===== config.mk =====
export PLATFORM = sky130hd
export DESIGN_NAME = fetch_queue_stage
export DESIGN_NICKNAME = d
export VERILOG_FILES = /design/src/rtl/pipeline_pkg.sv /design/src/rtl/fetch_fifo.sv /design/src/rtl/fetch_queue_stage.sv
export SDC_FILE = /design/constraint.sdc
export NUM_CORES = 1
export LEC_CHECK = 0
export BUFFER_PORTS_ARGS = -buffer_cell sky130_fd_sc_hd__buf_2
export CAP_MARGIN = 25
export CORE_ASPECT_RATIO = 1.1
export CORE_MARGIN = 2
export CORE_UTILIZATION = 60
export DETAILED_ROUTE_END_ITERATION = 8
export GPL_TIMING_DRIVEN = 0
export PLACE_DENSITY = 0.87
export SYNTH_ARGS = -nofsm -noshare
export SYNTH_HDL_FRONTEND = slang
export SYNTH_SLANG_ARGS = --single-unit

===== constraint.sdc =====
create_clock -name clk -period 4.7 [get_ports clk]
set_input_delay 0 -clock clk [delete_from_list [all_inputs] [get_ports clk]]
set_output_delay 0 -clock clk [all_outputs]
set_load 0.01 [all_outputs]

===== src/rtl/pipeline_pkg.sv =====
// Shared types and defaults for the fetch front end and its prefetch FIFO.
package pipeline_pkg;

  localparam int INST_W = 16;
  localparam int AW = 16;
  localparam logic [AW-1:0] RESET_PC = 16'h0000;
  localparam int DEPTH_DEF = 4;

  typedef struct packed {
    logic [INST_W-1:0] inst;
    logic [AW-1:0]     pc_plus_one;
  } fetch_entry_t;

  typedef logic [$clog2(DEPTH_DEF):0] occ_t;

endpackage


===== src/rtl/fetch_fifo.sv =====
// Prefetch FIFO: power-of-two depth, pointers carry an extra wrap bit so
// full and empty are distinguishable without a separate counter.
module fetch_fifo
  import pipeline_pkg::*;
#(
  parameter int DEPTH = 4,
  parameter int W = 32,
  localparam int PW = $clog2(DEPTH)
) (
  input  logic         clk,
  input  logic         rst,
  input  logic         flush,
  input  logic         push,
  input  logic         pop,
  input  logic [W-1:0] wdata,
  output logic [W-1:0] rdata,
  output logic [PW:0]  count
);

  logic [W-1:0] mem [DEPTH];
  logic [PW:0]  wr_ptr;
  logic [PW:0]  rd_ptr;

  always_ff @(posedge clk) begin
    if (rst || flush) begin
      wr_ptr <= '0;
      rd_ptr <= '0;
    end else begin
      if (push) wr_ptr <= wr_ptr + 1'b1;
      if (pop)  rd_ptr <= rd_ptr + 1'b1;
    end
  end

  always_ff @(posedge clk) begin
    if (push && !rst && !flush) mem[wr_ptr[PW-1:0]] <= wdata;
  end

  assign rdata = mem[rd_ptr[PW-1:0]];
  assign count = wr_ptr - rd_ptr;

endmodule


===== src/rtl/fetch_queue_stage.sv =====
// Instruction fetch front end: owns the fetch PC, issues RAM reads under a
// credit limit, and hands buffered {inst, pc+1} entries to decode.
module fetch_queue_stage
  import pipeline_pkg::*;
#(
  parameter int DEPTH = 4,
  parameter int AW = pipeline_pkg::AW,
  parameter logic [AW-1:0] RESET_PC = pipeline_pkg::RESET_PC
) (
  input  logic                     clk,
  input  logic                     rst,
  input  logic                     ce,
  input  logic                     halt,
  input  logic                     br_taken,
  input  logic [AW-1:0]            br_target,
  output logic                     imem_rd,
  output logic [AW-1:0]            imem_addr,
  input  logic [15:0]              imem_q,
  output logic                     id_valid,
  input  logic                     id_ready,
  output logic [15:0]              id_inst,
  output logic [AW-1:0]            id_pc_plus_one,
  output logic [AW-1:0]            fetch_pc,
  output logic [$clog2(DEPTH):0]   occupancy
);

  localparam int CW = $clog2(DEPTH) + 1;
  localparam int EW = INST_W + AW;
  localparam logic [CW-1:0] DEPTH_C = CW'(DEPTH);

  logic [AW-1:0] pc_q;
  logic [AW-1:0] inflight_pc;
  logic          inflight;
  logic          squash;
  logic          credit;
  logic          issue;
  logic          push;
  logic          pop;
  logic [EW-1:0] entry;
  logic [EW-1:0] head;
  logic [CW-1:0] count;

  // Reserving a slot for the outstanding read means a return can always be pushed.
  assign credit = (count + CW'(inflight)) < DEPTH_C;
  assign issue  = !rst && ce && !halt && !br_taken && credit;
  assign push   = inflight && !squash && !br_taken && !rst;
  assign pop    = id_valid && id_ready && !br_taken;
  assign entry  = {imem_q, inflight_pc + AW'(1)};

  always_ff @(posedge clk) begin
    if (rst) begin
      pc_q        <= RESET_PC;
      inflight    <= 1'b0;
      inflight_pc <= '0;
      squash      <= 1'b0;
    end else begin
      inflight <= issue;
      if (issue) inflight_pc <= pc_q;
      if (br_taken)              squash <= inflight;
      else if (issue || inflight) squash <= 1'b0;
      if (br_taken)   pc_q <= br_target;
      else if (issue) pc_q <= pc_q + AW'(1);
    end
  end

  fetch_fifo #(
    .DEPTH (DEPTH),
    .W     (EW)
  ) u_fifo (
    .clk   (clk),
    .rst   (rst),
    .flush (br_taken),
    .push  (push),
    .pop   (pop),
    .wdata (entry),
    .rdata (head),
    .count (count)
  );

  assign imem_rd        = issue;
  assign imem_addr      = pc_q;
  assign fetch_pc       = pc_q;
  assign occupancy      = count;
  assign id_valid       = (count != '0);
  assign id_inst        = id_valid ? head[EW-1:AW] : '0;
  assign id_pc_plus_one = id_valid ? head[AW-1:0] : '0;

endmodule

==> results.yml, run 1 <==
outcome:
  outcome: "finished clean"
sta:
  period_minus_slack_ns: 3.21
  rsz0062_at_grt: "false"
  post-route-period-util_pct: 68.3
  timing.setup.tns_ns: 0
  fin_worst_skew_ns: 0.0116
  setup_viol: 0
  max_freq_ghz: 0.311
  slew_viol_final: 0
  worst_slew_margin_rel_pct: 39.9
  hold_viol: 0
  tightest_slew_ns: 0.902
  fin_ws_ns: 1.49
power:
  power.density_nw_per_um2: 364
  vdd_drop_max_uv: 248
  total_power_mw: 3.24
  pwr-share-comb_pct: 5.1
  clkPwrFrac_pct: 44.5
  power.share.switching_pct: 21.4
  p_int_mw: 2.55
  p_leak_nw: 3.38
  seqPwrFrac_pct: 50.5
  power.switching_uw: 692
placed_design:
  pre_cts_slack_ns: 1.92
  placedCellCount: 759
  hpwlAfterDp_um: 10000
  numPortBuffers: 106
  gp_congestion: 0.876
floorplan:
  pin_count: 107
  die_h_um: 119
  die_w_um: 109
  core-area_um2: 11900
  rows: 42
  floorplan.initialDensity_pct: 60.8
  die-area_um2: 12900
synth:
  yosysMostFrequentCell: "edfxtp_1"
  yosys-top-cells-count: "edfxtp_1, nand2_1, dfxtp_1"
  synth_edf_count: 128
  synth_flop_cell: "edfxtp_1"
  ys_seq_area_share_pct: 64.8
  yosys-top-cells-area: "edfxtp_1, dfxtp_1, mux4_2, and2_1, nand2_1"
  syn-num-nets: 546
  postSynthCellCount: 499
  synth-seq-cells: 170
  synth_cell_types: 49
  synth.cell_area_um2: 7230
  synth_top_area_cell: "edfxtp_1"
  ys_warn_count: 0
  async_flop_share_pct: 0
  synth_top_area_share_pct: 53.2
  avgSynthCellArea_um2: 14.5
layout:
  area_growth_pct: 23.3
  nFillCells: 723
  layout.nets: 705
  stdcell_count: 825
  layout-drive-gt1-share_pct: 30.7
  antennaDiodeCount: 0
  utilization_pct: 75.0
drt:
  drtPass1Iterations: 5
  wl_um: 16500
  drtIter0Drc: 460
  drc: 0
  detail-route-antenna-nets: 0
  route.met2.wl_um: 8570
  routed.top_layer: "met4"
  wl_met3_um: 1220
  routed_via_density: 5.86
  avgRoutedWirePerCell_um: 20.0
  wl_met1_um: 6290
  num_vias: 4838
global_routing:
  grt-ovfl-total: 0
  grt_pass1_wl_um: 25500
  grt_max_degree: 34
  grt_pass1_vias: 4712
  grt_use_total_pct: 26.6
  grt_antenna_before_repair: 0
worst_setup_path:
  crit_fanout: 10
  worst-path-buf-inv: 4
  critPathTopFamily: "buffers and inverters"
  crit_path_start_kind: "register"
  max_stage_delay_ns: 0.57
  worst-setup-path-type: "register to register"
  crit_chain: "inv_1 > ha_1 > fa_1 > nor3b_1 > or2_4 > nand3_4 > inv_2 > buf_6 > xnor2_1 > a211oi_1 > dlygate4sd3_1"
  arrival_ns: 3.58
  endpoint_kind: "register"
  slowest_stage: "dlygate4sd3_1"
  critical_path_required_ns: 5.07
hold_path:
  hold_path_class: "input pin to register"
flow_run:
  drv_cap: 0
clock_tree:
  clockBufferDepth: 2
  htreeDepth: 4
  clock_sinks: 170
  cts_tree: "done"
  cts_resized: 0
  cts_setup_buffers: 0
  cts_made_buffers: 17
  clk_latency_ns: 0.42
  clkTransAtPathRegs_ns: 0.07
  root_buffer: "clkbuf_16"
  cts_hold_buf: 34
stage by stage:
step	hold WS (ns)	area (µm²)
5_1_grt	0.0570	8910
2_1_floorplan	0.0989	7230
3_3_place_gp	0.210	7950
4_1_cts	0.0298	8910
6_report	0.0561	8910
3_5_place_dp	0.217	7950
worst paths after layout:
check | from | cells past startpoint | slack, ns | to
max | u_fifo.wr_ptr[0] | 11 | 1.49 | fetch_pc[0]
min | halt | 5 | 0.06 | fetch_pc[9]
max reg2reg | u_fifo.wr_ptr[0] | 11 | 1.49 | fetch_pc[0]
min reg2reg | inflight_pc[5] | 2 | 0.49 | inflight_pc[5]
power groups by stage:
stage	sequential [mW]	clock, mW	combinational, mW
floorplan	1.67	0	0.0727
global placement	1.67	0	0.134
detailed placement	1.67	0	0.138
CTS	1.63	1.45	0.162
global route	1.64	1.51	0.177
finish	1.64	1.44	0.164
per-layer routing:
layer	vias to the layer above	track usage, %
met3	34	6.02
met5	-	0
met4	0	10.4
met1	2357	33.3
li1	2188	-
met2	259	45.0
cells in the final DEF (no fill, tap or decap), types with 3 or more instances in the layout:
cell and instances:
ha_1 8, nor2_1 14, clkinv_4 4, bufinv_16 3
and4_1 5, o311ai_0 3, dlygate4sd3_1 34, nand3_1 19
inv_6 6, o31ai_1 5, buf_6 3, inv_1 13
nand2_1 53, clkbuf_16 17, a31oi_1 6, xor2_1 6
and2_2 4, dfxtp_1 42, and3_1 9, a21oi_1 21
xnor2_1 14, and2_1 32, buf_4 16, a211o_1 6
nand4_1 6, buf_2 112, edfxtp_1 128, clkbuf_1 16
mux4_2 32
worst min-delay path: cells and delay by family:
| kind | cells | cell delay [ns] |
|---|---|---|
| and+or+nand+nor | 3 | 0.27 |
| buffers and inverters | 1 | 0.08 |
| AOI/OAI and AO/OA | 1 | 0.07 |
sequential cells by signal, summed over array words and instances (netlist names), named ones only:
| signal | flops |
|---|---|
| u_fifo.rd_ptr | 3 |
| u_fifo.mem | 128 |
| squash | 1 |
| inflight | 1 |
| inflight_pc | 16 |
| u_fifo.wr_ptr | 3 |
| fetch_pc | 16 |
logic make-up after synthesis:
logic type      share of synthesized area [%]
mux                                      10.1
buf+inv                                  4.10
xor+xnor                                 2.75
simple gates                             11.9
flops                                    64.8
fa+ha+maj                                1.66
compound gates                           4.64
final cells by class:
| type | count | area (µm²) | share of cell area (%) |
|---|---|---|---|
| tap | 154 | 193 | 2.16 |
| multi-input combinational | 274 | 2250 | 25.3 |
| clock buffer | 18 | 429 | 4.82 |
| inverter | 15 | 56.3 | 0.632 |
| timing repair buffer | 140 | 871 | 9.78 |
| buffer | 40 | 240 | 2.70 |
| sequential | 170 | 4680 | 52.6 |
| clock inverter | 14 | 185 | 2.08 |
Power figures use the tool's default switching activity.
==> run 2, diff against run 1 <==
--- a/config.mk
+++ b/config.mk
@@ -9,10 +9,10 @@
 export CAP_MARGIN = 25
 export CORE_ASPECT_RATIO = 1.1
 export CORE_MARGIN = 2
-export CORE_UTILIZATION = 60
+export CORE_UTILIZATION = 51
 export DETAILED_ROUTE_END_ITERATION = 8
 export GPL_TIMING_DRIVEN = 0
-export PLACE_DENSITY = 0.87
+export PLACE_DENSITY = 0.79
 export SYNTH_ARGS = -nofsm -noshare
 export SYNTH_HDL_FRONTEND = slang
 export SYNTH_SLANG_ARGS = --single-unit
==> constraint.sdc (replaced) <==
create_clock -name clk -period 2.65 [get_ports clk]
set_input_delay 0 -clock clk [delete_from_list [all_inputs] [get_ports clk]]
set_output_delay 0 -clock clk [all_outputs]
set_load 0.01 [all_outputs]
==> results.yml, run 2 (synthesized netlist as in run 1, its figures left out) <==
outcome:
  outcome: "finished clean"
drt:
  drtIter0Drc: 323
  drtPass1Iterations: 5
  routed_via_density: 5.46
  wl_um: 15200
  drc: 0
  detail-route-antenna-nets: 0
  num_vias: 4714
  avgRoutedWirePerCell_um: 17.5
clock_tree:
  clockBufferDepth: 2
  clock_sinks: 170
  clkTransAtPathRegs_ns: 0.06
  htreeDepth: 4
  cts_made_buffers: 17
  root_buffer: "clkbuf_16"
  clk_latency_ns: 0.42
  cts_tree: "done"
worst_setup_path:
  endpoint_kind: "output pin"
  timing.rr.end: "fetch_pc[13]"
  crit_start: "u_fifo.wr_ptr[0]"
  max_stage_delay_ns: 0.37
  reg2reg_setup_slack_ns: 0.15
  slowest_stage: "dfxtp_4"
  crit_fanout: 10
  r2r-start: "u_fifo.wr_ptr[0]"
  crit_chain: "inv_2 > ha_4 > fa_2 > xnor3_2 > or2_4 > nand3_4 > inv_4 > buf_6 > buf_4 > buf_2"
  critical_path_required_ns: 2.65
  worst-setup-path-type: "register to output pin"
  crit_path_start_kind: "register"
  worst-r2r-cell-count: 10
  arrival_ns: 2.56
sta:
  setup_viol: 0
  timing.setup.tns_ns: 0
  hold_viol: 0
  max_freq_ghz: 0.391
  slew_viol_final: 0
  whs_ns: 0.0322
  fin_worst_skew_ns: 0.0112
  period_minus_slack_ns: 2.56
  tightest_slew_ns: 0.894
  post-route-period-util_pct: 96.6
  worst_slew_margin_rel_pct: 40.4
power:
  p_leak_nw: 3.41
  power.density_nw_per_um2: 614
  power.switching_mw: 1.14
  seqPwrFrac_pct: 52.6
  power.share.switching_pct: 20.6
  total_power_mw: 5.52
  vdd_drop_max_uv: 427
  clkPwrFrac_pct: 42.1
  pwr-share-comb_pct: 5.3
  p_int_mw: 4.38
layout:
  multi_input_area_um2: 2280
  largest_reg_flops: 128
  layout-drive-gt1-share_pct: 32.7
  nFillCells: 992
  design_area_um2: 8980
  final_common_cell: "edfxtp_1"
  mostFrequentLayoutCells: "edfxtp_1, buf_2, nand2_1, dfxtp_1, dlygate4sd3_1"
  antennaDiodeCount: 0
  area_growth_pct: 24.3
  layout.nets: 710
  regArea_um2: 4690
hold_path:
  worstHoldPathCells: 3
  holdPathEnd: "fetch_pc[0]"
  hold_path_class: "input pin to register"
  worstHoldStart: "br_taken"
floorplan:
  core-area_um2: 13900
  die-area_um2: 15100
  die_w_um: 117
  pin_count: 107
  floorplan.initialDensity_pct: 52.2
  die_h_um: 129
  rows: 45
placed_design:
  place_area_um2: 8000
  numPortBuffers: 106
  gp_congestion: 0.867
  hpwlAfterDp_um: 9760
global_routing:
  grt_use_total_pct: 20.6
  grt_pass1_vias: 4759
  grt_pass1_wl_um: 24300
  grt_max_degree: 34
  grt-ovfl-total: 0
  grt_antenna_before_repair: 0
flow_run:
  drv_cap: 0
## run 2: power by group through the flow
stage                     combinational [mW]  sequential [mW]  clock [mW]
after CTS                              0.287             2.90        2.35
after global routing                   0.315             2.90        2.48
after floorplan                        0.129             2.95           0
final                                  0.292             2.90        2.32
after global placement                 0.238             2.95           0
after detailed placement               0.245             2.96           0
## run 2: worst max-delay path, delay by kind of cell (launching register included)
family	cells	cell delay, ns
xor+xnor	1	0.31
fa+ha+maj	2	0.50
buf+inv	5	0.55
flops	1	0.37
simple gates	2	0.40
## run 2: worst max-delay path by stage
stage / to / slack (ns) / depth (start not counted)
after CTS: imem_rd / -0.05 / 11
after floorplan: fetch_pc[14] / 0.20 / 9
final: imem_rd / 0.09 / 10
after global placement: u_fifo.mem[3][19] / -0.07 / 5
after global routing: imem_rd / -0.002 / 10
after detailed placement: fetch_pc[14] / -0.15 / 9
## run 2: repair_timing
item,CTS,global route
setup buffers,3,3
pin swaps,2,3
setup endpoints to repair,62,20
hold buffers,33,0
gates resized for setup,9,7
hold endpoints to repair,85,0
## run 2: final cells by class
type	instances	area share, %
buffer	40	2.75
clock buffer	17	4.74
clock inverter	15	1.49
inverter	15	0.655
multi-input combinational	274	25.4
sequential	170	52.2
tap	188	2.62
timing repair buffer	145	10.1
## run 2: metrics by stage
step	cells	setup slack, ns	utilization (%)
floorplan	499	0.203	-
global placement	793	-0.0733	57.7
detailed placement	793	-0.154	57.7
CTS	861	-0.0524	64.5
global route	864	-0.00159	64.8
finish	864	0.0905	64.8
## run 2: routing by layer
metal	part of all wire (%)	track usage, %	up-vias
met5	0	0	-
met4	2.1	7.37	0
met3	6.4	4.74	23
met2	51	36.3	204
met1	41	25.3	2295
li1	-	-	2192
